File: src/rtl/phase_scheduler.sv
// Five-phase instruction-cycle sequencer (fetch, decode, ALU, memory, writeback)
// with start/halt control, P4 memory-wait stall with timeout, and retired counter.
//
// state | meaning
// IDLE  | out of reset, waiting for start
// RUN   | rotating one-hot phase P1..P5
// WAIT  | stalled in P4 for mem_ack, timeout counter running
// HALT  | stopped by HLT in P5, start resumes at P1
// ERR   | memory timeout, sticky until reset
module phase_scheduler #(
    parameter int CNT_W       = 16,
    parameter int TO_W        = 4,
    parameter int MEM_TIMEOUT = 15
) (
    input  logic             clock,
    input  logic             reset,
    input  logic             start,
    input  logic             halt_req,
    input  logic             inst_is_mem,
    input  logic             inst_wr_reg,
    input  logic             mem_ack,
    output logic [4:0]       phase,
    output logic             ir_load,
    output logic             pc_inc,
    output logic             mem_req,
    output logic             reg_we,
    output logic             running,
    output logic             halted,
    output logic             err,
    output logic [CNT_W-1:0] retired
);

    typedef enum logic [2:0] {
        S_IDLE,
        S_RUN,
        S_WAIT,
        S_HALT,
        S_ERR
    } state_t;

    localparam logic [4:0] P1 = 5'b00001;
    localparam logic [4:0] P4 = 5'b01000;
    localparam logic [4:0] P5 = 5'b10000;

    state_t           state, state_n;
    logic [4:0]       phase_n;
    logic [CNT_W-1:0] retired_n;
    logic [TO_W-1:0]  to_cnt, to_cnt_n;
    logic             err_n, running_n, halted_n, pc_inc_n;

    always_ff @(posedge clock) begin
        if (reset) begin
            state   <= S_IDLE;
            phase   <= '0;
            retired <= '0;
            to_cnt  <= '0;
            err     <= 1'b0;
            running <= 1'b0;
            halted  <= 1'b0;
            pc_inc  <= 1'b0;
        end else begin
            state   <= state_n;
            phase   <= phase_n;
            retired <= retired_n;
            to_cnt  <= to_cnt_n;
            err     <= err_n;
            running <= running_n;
            halted  <= halted_n;
            pc_inc  <= pc_inc_n;
        end
    end

    always_comb begin
        state_n   = state;
        phase_n   = phase;
        retired_n = retired;
        to_cnt_n  = to_cnt;
        err_n     = err;
        case (state)
            S_IDLE, S_HALT: begin
                if (start) begin
                    state_n = S_RUN;
                    phase_n = P1;
                end
            end
            S_RUN: begin
                case (phase)
                    P4: begin
                        if (inst_is_mem && !mem_ack) begin
                            state_n  = S_WAIT;
                            to_cnt_n = TO_W'(1);
                        end else begin
                            phase_n = P5;
                        end
                    end
                    P5: begin
                        retired_n = retired + CNT_W'(1);
                        if (halt_req) begin
                            state_n = S_HALT;
                            phase_n = '0;
                        end else begin
                            phase_n = P1;
                        end
                    end
                    default: phase_n = {phase[3:0], phase[4]};
                endcase
            end
            S_WAIT: begin
                if (mem_ack) begin
                    state_n  = S_RUN;
                    phase_n  = P5;
                    to_cnt_n = '0;
                end else if (to_cnt == TO_W'(MEM_TIMEOUT)) begin
                    state_n  = S_ERR;
                    phase_n  = '0;
                    err_n    = 1'b1;
                    to_cnt_n = '0;
                end else begin
                    to_cnt_n = to_cnt + TO_W'(1);
                end
            end
            S_ERR: begin
                phase_n = '0;
                err_n   = 1'b1;
            end
            default: begin
                state_n = S_IDLE;
                phase_n = '0;
            end
        endcase
        // Status flags are registered from the next state so they line up with phase.
        running_n = (state_n == S_RUN) || (state_n == S_WAIT);
        halted_n  = (state_n == S_HALT);
        pc_inc_n  = (state_n == S_RUN) && (phase_n == P5);
    end

    assign ir_load = phase[0];
    assign reg_we  = phase[4] & inst_wr_reg & ~err;
    assign mem_req = ((state == S_RUN) && phase[3] && inst_is_mem) || (state == S_WAIT);

endmodule

File: config.mk
export PLATFORM = sky130hd
export DESIGN_NAME = phase_scheduler
export DESIGN_NICKNAME = d
export VERILOG_FILES = /design/src/rtl/phase_scheduler.sv
export SDC_FILE = /design/constraint.sdc
export NUM_CORES = 1
export LEC_CHECK = 0
export CAP_MARGIN = 25
export CORE_MARGIN = 2
export CORE_UTILIZATION = 40
export CTS_BUF_LIST = sky130_fd_sc_hd__clkbuf_2 sky130_fd_sc_hd__clkbuf_4 sky130_fd_sc_hd__clkbuf_8
export CTS_CLUSTER_DIAMETER = 120
export DETAILED_ROUTE_END_ITERATION = 7
export PLACE_DENSITY = 0.75
export REMOVE_ABC_BUFFERS = 1
export SYNTH_ARGS = -nofsm -noshare
export SYNTH_HDL_FRONTEND = slang
export SYNTH_SLANG_ARGS = --single-unit
File: constraint.sdc
create_clock -name clock -period 3 [get_ports clock]
set_clock_uncertainty 0.2 [all_clocks]
set_input_delay 0.3 -clock clock [delete_from_list [all_inputs] [get_ports clock]]
set_output_delay 0.3 -clock clock [all_outputs]
set_load 0.005 [all_outputs]
# Word-level counts from Yosys, hierarchy flattened
# Cells that the tools add are included.
[word_totals]
reg_bits = 32
input_bits = 7
output_inout_bits = 28
[classes]
addsub = 2
n_eq_ne = 15
n_mux = 22
bitwise_logic = 3
reduce_logical = 14
[op_table]
columns = ["operator", "count"]
rows = [
  ["2-to-1 mux 5 bit", 4],
  ["adder 16 x 1 -> 16 bit (second input constant)", 1],
  ["2-to-1 mux 4 bit", 4],
  ["2-to-1 mux 3 bit", 5],
  ["one-hot mux 5 bit (3 select lines)", 1],
  ["== test 3 x 2 -> 1 bit (second input constant)", 4],
  ["one-hot mux 3 bit (4 select lines)", 1],
  ["== test 5 bit (second input constant)", 2],
  ["one-hot mux 5 bit (2 select lines)", 1],
  ["one-hot mux 4 bit (2 select lines)", 1],
  ["== test 3 x 1 -> 1 bit (second input constant)", 2],
  ["inequality test 2 bit (second input constant)", 3],
  ["one-hot mux 3 bit (2 select lines)", 1],
  ["AND reduction 3 bit", 2],
  ["== test 5 x 4 -> 1 bit (second input constant)", 1],
  ["adder 4 x 1 -> 4 bit (second input constant)", 1],
  ["== test 4 bit (second input constant)", 1],
  ["logical AND 1 bit", 4],
  ["nonzero test 2 bit", 2],
  ["== test 3 bit (second input constant)", 1],
  ["zero test 3 bit", 1],
  ["2-to-1 mux 1 bit", 3],
  ["AND 1 bit", 2],
  ["logical OR 1 bit", 2],
  ["6 further kinds", 6],
]

# Longest topological paths before layout
# Gate-level depths: netlist of the first run.
[depth]
ltp_word = 7
ltp_mapped = 7

# Worst setup path before layout of the first run
# OpenSTA, ideal clock, no wires.
[synth_timing]
path_type = "reg2reg"
from = "reg state[2]"
to = "reg pc_inc"
arrival_ns = 1.518
setup_slack_ns = 1.165
stages_incl_launch_ff = 7
path_buffers = 1
synth_period_minus_slack_ns = 1.835
cell_sequence = "dfxtp_1 > buf_4 > or4b_4 > nor2_4 > o21ai_1 > nand3b_1 > and4bb_1"
[synth_via]
elab_chain_cells = 5
[synth_rtl]
columns = ["element", "line_no", "text"]
rows = [
  ["start, declared", "45", "state_t state, state_n;"],
  ["start signal, assigned", "62", "state <= state_n;"],
  ["== test 3 x 2 -> 1 bit, or another cell as far along", "79", "case (state)"],
  ["OR reduction 2 bit, or another cell as far along", "79", ""],
  ["one-hot mux 5 bit (3 select lines) or one-hot mux 3 bit (4 select lines) (tied branches)", "79", ""],
  ["== test 5 bit or == test 3 x 1 -> 1 bit (tied branches)", "134", "pc_inc_n = (state_n == S_RUN) && (phase_n == P5);"],
  ["logical AND 1 bit *", "134", ""],
  ["end signal, assigned", "69", "pc_inc <= pc_inc_n;"],
  ["end, declared", "24", "output logic pc_inc,"],
]
# Mark *: on every way between the ends. The rest lies on a longest branch, timed or not.
# A chain may end at the register's enable or synchronous reset.

# Worst setup path after layout of the first run
[layout_timing]
from = "reg state[0]"
to = "out mem_req"
[layout_via]
elab_chain_cells = 4
[layout_rtl]
columns = ["element", "line_no", "text"]
rows = [
  ["== test 3 x 1 -> 1 bit", "139", "assign mem_req = ((state == S_RUN) && phase[3] && inst_is_mem) || (state == S_WAIT);"],
  ["logical AND 1 bit (2 in a row)", "139", ""],
  ["logical OR 1 bit *", "139", ""],
  ["end, declared", "25", "output logic mem_req,"],
]
# Marked as above.

==> impl_metrics.json, run 1 <==
{
  "result_of_the_run": "finished, final reports clean",
  "slew_viol_final": 0,
  "syn-cell-area_sq_um": 1620,
  "portBuffers": 34,
  "seq_area_sq_um": 640.6,
  "core_occupancy_in_the_finished_layout": 0.5341,
  "globalplace.congestion": 0.8299,
  "static_power_due_to_leakage_nw": 0.7141,
  "worstSetupStartpointType": "register",
  "antenna_found_initial": 0,
  "holdBufCountCts": 0,
  "die_w_um": 67.65,
  "cts_tree": "done",
  "drc": 0,
  "floorplan.core_area_sq_um": 3943,
  "design.portCount": 35,
  "final_layout_size_suffix_gt1_frac": 0.09009,
  "timing.fmax_mhz": 441.1,
  "global_route.usage.total": 0.1829,
  "routed-via-count": 1453,
  "min-delay-path-class": "reg2reg",
  "critical_path.endpoint_type": "output pin",
  "flops_latches_synth": 32,
  "crit_path_max_fanout": 9,
  "busiest_layer": "met2",
  "critical_path_class": "reg2out",
  "synth_fa_ha_area_frac": 0.01544,
  "fin_area_sq_um": 2106,
  "netlist-cell-type-count": 48,
  "drt_first_pass_iters": 4,
  "post_cts.resized_instances": 0,
  "layout_worst_path_cycle_share": 0.7558,
  "final.min_clock_period_ns": 2.267,
  "r2r_cells": 5,
  "data_required_time_at_the_worst_endpoint_ns": 2.50,
  "synth-edff-count": 0,
  "synth.top_cell.area_share": 0.3954,
  "antenna-diode-count": 0,
  "gr-total-overflow": 0,
  "clk_root_buffer_cell": "sky130_fd_sc_hd__clkbuf_8",
  "drt_wl_total_um": 3733,
  "post_synth_xor_area_fraction": 0.05405,
  "die-area_sq_um": 4576,
  "synthArstFlopShare": 0,
  "synthDominantAreaCellType": "sky130_fd_sc_hd__dfxtp_1",
  "ctsHtreeMaxLevel": 2,
  "detailedPlacementHpwl_um": 2542,
  "drv.max_cap_violation_count": 0,
  "ir_worst_vdd_mv": 0.2763,
  "wl_per_cell_um": 13.72,
  "multi_input_area_sq_um": 920.9,
  "post-cts-setup-buffer-count": 0,
  "groute.layer.met2.usage": 0.2806,
  "setup_violations": 0,
  "die_y_um": 67.65,
  "timing.rr.start": "state[2]",
  "yosysSeqAreaShare": 0.3954,
  "worst_setup_path_endpoint": "mem_req",
  "hold_slack_ns": 0.3008,
  "vias_in_the_first_global_route": 1359,
  "critPathLaunch": "state[0]",
  "ys_top_cells_by_area": "sky130_fd_sc_hd__dfxtp_1 40%, sky130_fd_sc_hd__nor2_1 5.3%, sky130_fd_sc_hd__xnor2_1 4.9%",
  "worst_slew_pin_slew_ns": 0.7301,
  "met1_usage": 0.2319,
  "cts_buffers": 5,
  "synth.area.mux_share": 0,
  "totalNegativeSetupSlack_ns": 0,
  "max_slew_margin": 0.5126,
  "synth-simple-area-share": 0.3506,
  "cts.sinks": 32,
  "fillCellCount": 373,
  "grt.met3_usage": 0.04167,
  "yosys_warnings": 0,
  "drt-vias-per-instance": 5.342,
  "rrSetupSlack_ns": 0.84,
  "final_net_count": 230,
  "start_util": 0.4110,
  "clkLatencyLatePin_ns": 0.29,
  "mean_cell_area_of_the_mapped_netlist_sq_um": 8.665,
  "cts-root-to-sink-buffers": 2,
  "cp_data_arrival_time_ns": 1.77,
  "power_per_cell_area_nw_per_um2": 430.2,
  "detail-route-antenna-nets": 0,
  "worst_setup_hold_path_clk_slew_ns": 0.07,
  "critical_path.reg2reg.endpoint": "pc_inc",
  "maximum_number_of_pins_on_one_net_before_global_route_repair": 29,
  "grt_first_pass_wirelength_um": 6285,
  "syn-instance-count": 187,
  "synth_ff_type": "sky130_fd_sc_hd__dfxtp_1",
  "area_delta_synth_final_pct": 29.96,
  "synth-compound-area-share": 0.1483,
  "synth_top_family_by_area": "simple AND/OR/NAND/NOR gates",
  "first_iter_violations": 67,
  "detailed_place.area_sq_um": 1994,
  "grt_setup_unrepaired": "false",
  "fp-row-count": 23,
  "finalHoldViolCount": 0
}
## cell families after synthesis
| group | Yosys count |
|---|---|
| buffers and inverters | 13 |
| and+or+nand+nor | 92 |
| xor gates and xnor gates | 10 |
| adders and majority gates | 2 |
| DFF | 32 |
| AOI/OAI and AO/OA | 38 |
## layer usage
layer,routed length [um],vias to the layer above
met5,0,-
met4,44,0
met3,195,5
met1,1700,678
met2,1793,35
li1,-,735
## synth_stat cells, types with 2 or more instances
master / count
sky130_fd_sc_hd__a22oi_1: 3
sky130_fd_sc_hd__o21ai_0: 8
sky130_fd_sc_hd__inv_1: 4
sky130_fd_sc_hd__o32a_1: 2
sky130_fd_sc_hd__nand2_1: 9
sky130_fd_sc_hd__ha_1: 2
sky130_fd_sc_hd__or3_1: 6
sky130_fd_sc_hd__and2_1: 5
sky130_fd_sc_hd__nor2b_1: 4
sky130_fd_sc_hd__nand3b_1: 3
sky130_fd_sc_hd__buf_4: 2
sky130_fd_sc_hd__and4bb_1: 2
sky130_fd_sc_hd__xnor2_1: 9
sky130_fd_sc_hd__nor2_1: 23
sky130_fd_sc_hd__nor3_1: 14
sky130_fd_sc_hd__nand4_1: 2
sky130_fd_sc_hd__o21ai_1: 3
sky130_fd_sc_hd__buf_2: 2
sky130_fd_sc_hd__a21oi_1: 11
sky130_fd_sc_hd__a31oi_1: 2
sky130_fd_sc_hd__dfxtp_1: 32
sky130_fd_sc_hd__and3_1: 2
sky130_fd_sc_hd__clkbuf_1: 4
sky130_fd_sc_hd__nand3_1: 6
sky130_fd_sc_hd__nand2b_1: 2
sky130_fd_sc_hd__a211oi_1: 3
## metrics by stage
stage | worst slack, ns | cells | power (mW)
finish | 0.7327 | 272 | 0.9059
global route | 0.6524 | 272 | 0.9329
global placement | 0.6793 | 264 | 0.4968
detailed placement | 0.6353 | 264 | 0.4966
CTS | 0.7414 | 272 | 0.9154
floorplan | 1.064 | 178 | 0.4670
## sequential cells by signal, indices dropped and copies added (netlist names)
register	count
retired	16
err	1
to_cnt	4
pc_inc	1
state	3
halted	1
running	1
phase	5
## power by group
group | switching (mW) | leakage [nW] | internal (mW)
Sequential | 0.00518 | 0.258 | 0.428
Clock | 0.163 | 0.0586 | 0.255
Combinational | 0.0265 | 0.397 | 0.0277
## worst max-delay path, stage by stage, from the launching register on
cell and delay [ns]:
sky130_fd_sc_hd__dfxtp_1 0.49, sky130_fd_sc_hd__nor2b_1 0.22, sky130_fd_sc_hd__nand3_1 0.09, sky130_fd_sc_hd__a21oi_1 0.15
sky130_fd_sc_hd__clkdlybuf4s50_1 0.52
## worst min-delay path by stage
stage                from          to  cells past startpoint
3_5_place_dp    to_cnt[3]   to_cnt[3]                      2
4_1_cts        retired[1]  retired[1]                      2
3_3_place_gp    to_cnt[3]   to_cnt[3]                      2
6_report       retired[1]  retired[1]                      2
5_1_grt         to_cnt[3]   to_cnt[3]                      2
2_1_floorplan       reset  retired[1]                      1
## cell usage in the layout, fill, tap and decap left out, types with 2 or more instances in the layout
cell type / instances
sky130_fd_sc_hd__a21oi_1: 11
sky130_fd_sc_hd__o32a_1: 2
sky130_fd_sc_hd__o21ai_1: 3
sky130_fd_sc_hd__nand3_1: 6
sky130_fd_sc_hd__ha_1: 2
sky130_fd_sc_hd__a22oi_1: 3
sky130_fd_sc_hd__dfxtp_1: 32
sky130_fd_sc_hd__xnor2_1: 9
sky130_fd_sc_hd__nor3_1: 14
sky130_fd_sc_hd__nand4_1: 2
sky130_fd_sc_hd__nand3b_1: 3
sky130_fd_sc_hd__clkbuf_8: 5
sky130_fd_sc_hd__a211oi_1: 3
sky130_fd_sc_hd__and3_1: 2
sky130_fd_sc_hd__a31oi_1: 2
sky130_fd_sc_hd__or3_1: 6
sky130_fd_sc_hd__nor2_1: 23
sky130_fd_sc_hd__and2_1: 5
sky130_fd_sc_hd__o21ai_0: 8
sky130_fd_sc_hd__clkdlybuf4s50_1: 34
sky130_fd_sc_hd__and4bb_1: 2
sky130_fd_sc_hd__nand2b_1: 2
sky130_fd_sc_hd__nor2b_1: 4
sky130_fd_sc_hd__inv_1: 4
sky130_fd_sc_hd__nand2_1: 9
sky130_fd_sc_hd__buf_4: 2
## cell type report
cell class	count	share of cell area
Clock inverter	2	0.01664
Clock buffer	6	0.03624
Timing Repair Buffer	36	0.1687
Tap cell	50	0.02971
Inverter	4	0.007130
Multi-Input combinational cell	142	0.4373
Sequential cell	32	0.3042
Note: power is estimated with default switching activity, not from simulation.
==> inputs of run 2 (changes only) <==
- clock period: 3 -> 2.2 ns (I/O delays scaled with it)
==> run 2 against run 1 <==
  * Die area stayed put
  * Total power rose by 36%
  * First-iteration DRC count down 28%
  * Clock power is 33% higher
  * Combinational power is 56% higher
  * Critical path depth is the same
  * Non-clock buffer count rose by 10
  * Highest routed layer unchanged
==> impl_metrics.json, run 2 (same netlist as run 1, synthesis figures left out) <==
{
  "final_net_count": 240,
  "final_layout_size_suffix_gt1_frac": 0.1379,
  "power_per_cell_area_nw_per_um2": 564.5,
  "power_frac_seq": 0.479,
  "routed-via-count": 1495,
  "gr-total-overflow": 0,
  "finalHoldViolCount": 0,
  "detailed_place.area_sq_um": 2069,
  "min-delay-path-class": "reg2reg",
  "hold_slack_ns": 0.2908,
  "ctsHtreeMaxLevel": 2,
  "largest_reg_flops": 16,
  "rrSetupSlack_ns": 0.21,
  "max_slew_margin": 0.7190,
  "drv.max_cap_violation_count": 0,
  "switching_share": 0.2067,
  "critical_path.endpoint_type": "output pin",
  "drt_wl_total_um": 3628,
  "ir_worst_vdd_mv": 0.3573,
  "vias_in_the_first_global_route": 1323,
  "holdBufCountCts": 0,
  "p_total_mw": 1.232,
  "most-common-layout-cells": "34 x sky130_fd_sc_hd__clkdlybuf4s50_1, 30 x sky130_fd_sc_hd__dfxtp_1, 23 x sky130_fd_sc_hd__nor2_1",
  "drt_first_pass_iters": 4,
  "cts.sinks": 32,
  "critical_path.reg2reg.endpoint": "pc_inc",
  "share_clk_of_total_power": 0.452,
  "worstSetupStartpointType": "register",
  "net-switching-power_uw": 254.8,
  "cell_internal_pwr_uw": 977.7,
  "worst_hold_path.num_cells": 2,
  "drc": 0,
  "worst_slew_pin_slew_ns": 0.4209,
  "clk_root_buffer_cell": "sky130_fd_sc_hd__clkbuf_8",
  "globalplace.congestion": 0.8220,
  "detail-route-antenna-nets": 0,
  "die_y_um": 67.65,
  "worstHoldEndpoint": "retired[1]",
  "timing.critical_path.cells": "nor2b_1, nand3_1, a21oi_1, clkdlybuf4s50_1",
  "die-area_sq_um": 4576,
  "clkLatencyLatePin_ns": 0.28,
  "drt-vias-per-instance": 5.301,
  "fp-row-count": 23,
  "final_critical_path_setup_slack_ns": 0.1501,
  "post_cts.resized_instances": 0,
  "antenna-diode-count": 0,
  "slew_viol_final": 0,
  "combinationalPowerShare": 0.068,
  "first_iter_violations": 48,
  "result_of_the_run": "finished, final reports clean",
  "global_route.usage.total": 0.1773,
  "design.portCount": 35,
  "worst_setup_hold_path_clk_slew_ns": 0.07,
  "maximum_number_of_pins_on_one_net_before_global_route_repair": 25,
  "hold_path.startpoint": "retired[1]",
  "data_required_time_at_the_worst_endpoint_ns": 1.78,
  "place_ws_ns": 0.008527,
  "setup_violations": 0,
  "post-cts-setup-buffer-count": 0,
  "wl_per_cell_um": 12.87,
  "floorplan.core_area_sq_um": 3943,
  "antenna_found_initial": 0,
  "timing.rr.start": "state[2]",
  "grt_setup_unrepaired": "false",
  "die_w_um": 67.65,
  "cp_data_arrival_time_ns": 1.63,
  "registers.top_by_ff_count": "retired",
  "cp_slowest_stage_delay_ns": 0.51,
  "reg.largest.list": "retired (16), phase (5), to_cnt (4)",
  "cts-root-to-sink-buffers": 2,
  "detailedPlacementHpwl_um": 2638,
  "final.min_clock_period_ns": 2.050,
  "fin_area_sq_um": 2183,
  "cts_tree": "done",
  "totalNegativeSetupSlack_ns": 0,
  "layout_worst_path_cycle_share": 0.9318,
  "area_delta_synth_final_pct": 34.75,
  "critical-path-slowest-cell": "sky130_fd_sc_hd__clkdlybuf4s50_1",
  "start_util": 0.4110,
  "critical_path_class": "reg2out",
  "grt_first_pass_wirelength_um": 6113,
  "portBuffers": 34,
  "r2r_cells": 5,
  "static_power_due_to_leakage_nw": 0.7661,
  "cts_buffers": 5,
  "timing.fmax_mhz": 487.8,
  "crit_path_max_fanout": 9,
  "final_common_cell": "sky130_fd_sc_hd__clkdlybuf4s50_1"
}
## run 2: cell count changes in the layout (fill, tap and decap cells not counted), sizes merged
cell and delta:
buf +10
## run 2: per-layer routing
layer / part of all wire / global-route usage / wire, um / vias to the layer above
met3: 0.048 / 0.04667 / 175 / 7
li1: - / - / - / 757
met4: 0.017 / 0.07398 / 63 / 0
met5: 0 / 0 / 0 / -
met1: 0.47 / 0.2385 / 1695 / 696
met2: 0.47 / 0.2672 / 1694 / 35
## run 2: metrics by stage
step,util,std cells
after floorplan,-,178
after global placement,0.5249,274
after detailed placement,0.5249,274
after CTS,0.5532,282
after global routing,0.5538,282
final,0.5538,282
## run 2: worst max-delay path: cells and delay by family, from the launching register on
family | cells | cell delay [ns]
flip-flops | 1 | 0.40
buffers and inverters | 1 | 0.51
AND/OR/NAND/NOR | 2 | 0.28
AO/OA/AOI/OAI | 1 | 0.16
## run 2: layout make-up
type                    count  area [sq um]
well taps                  50         62.56
clock buffers               6         76.32
inverters                   4         15.01
fillers                   364          1759
flip-flops and latches     32         643.1
repair buffers             46         430.4
clock inverters             2         35.03
multi-input cells         142         920.9
## run 2: how the worst max path moves through the flow
stage | start | endpoint | cells after the start
final | state[0] | mem_req | 4
after global placement | mem_ack | pc_inc | 6
after global routing | to_cnt[0] | pc_inc | 6
after detailed placement | mem_ack | pc_inc | 6
after floorplan | state[2] | pc_inc | 5
after CTS | state[0] | mem_req | 4
## run 2: power by group through the flow
| stage | clock network (mW) | registers [mW] | logic, mW |
|---|---|---|---|
| final | 0.558 | 0.590 | 0.0844 |
| after global routing | 0.594 | 0.590 | 0.0923 |
| after CTS | 0.573 | 0.590 | 0.0849 |
| after detailed placement | 0 | 0.603 | 0.0844 |
| after global placement | 0 | 0.603 | 0.0838 |
| after floorplan | 0 | 0.602 | 0.0345 |
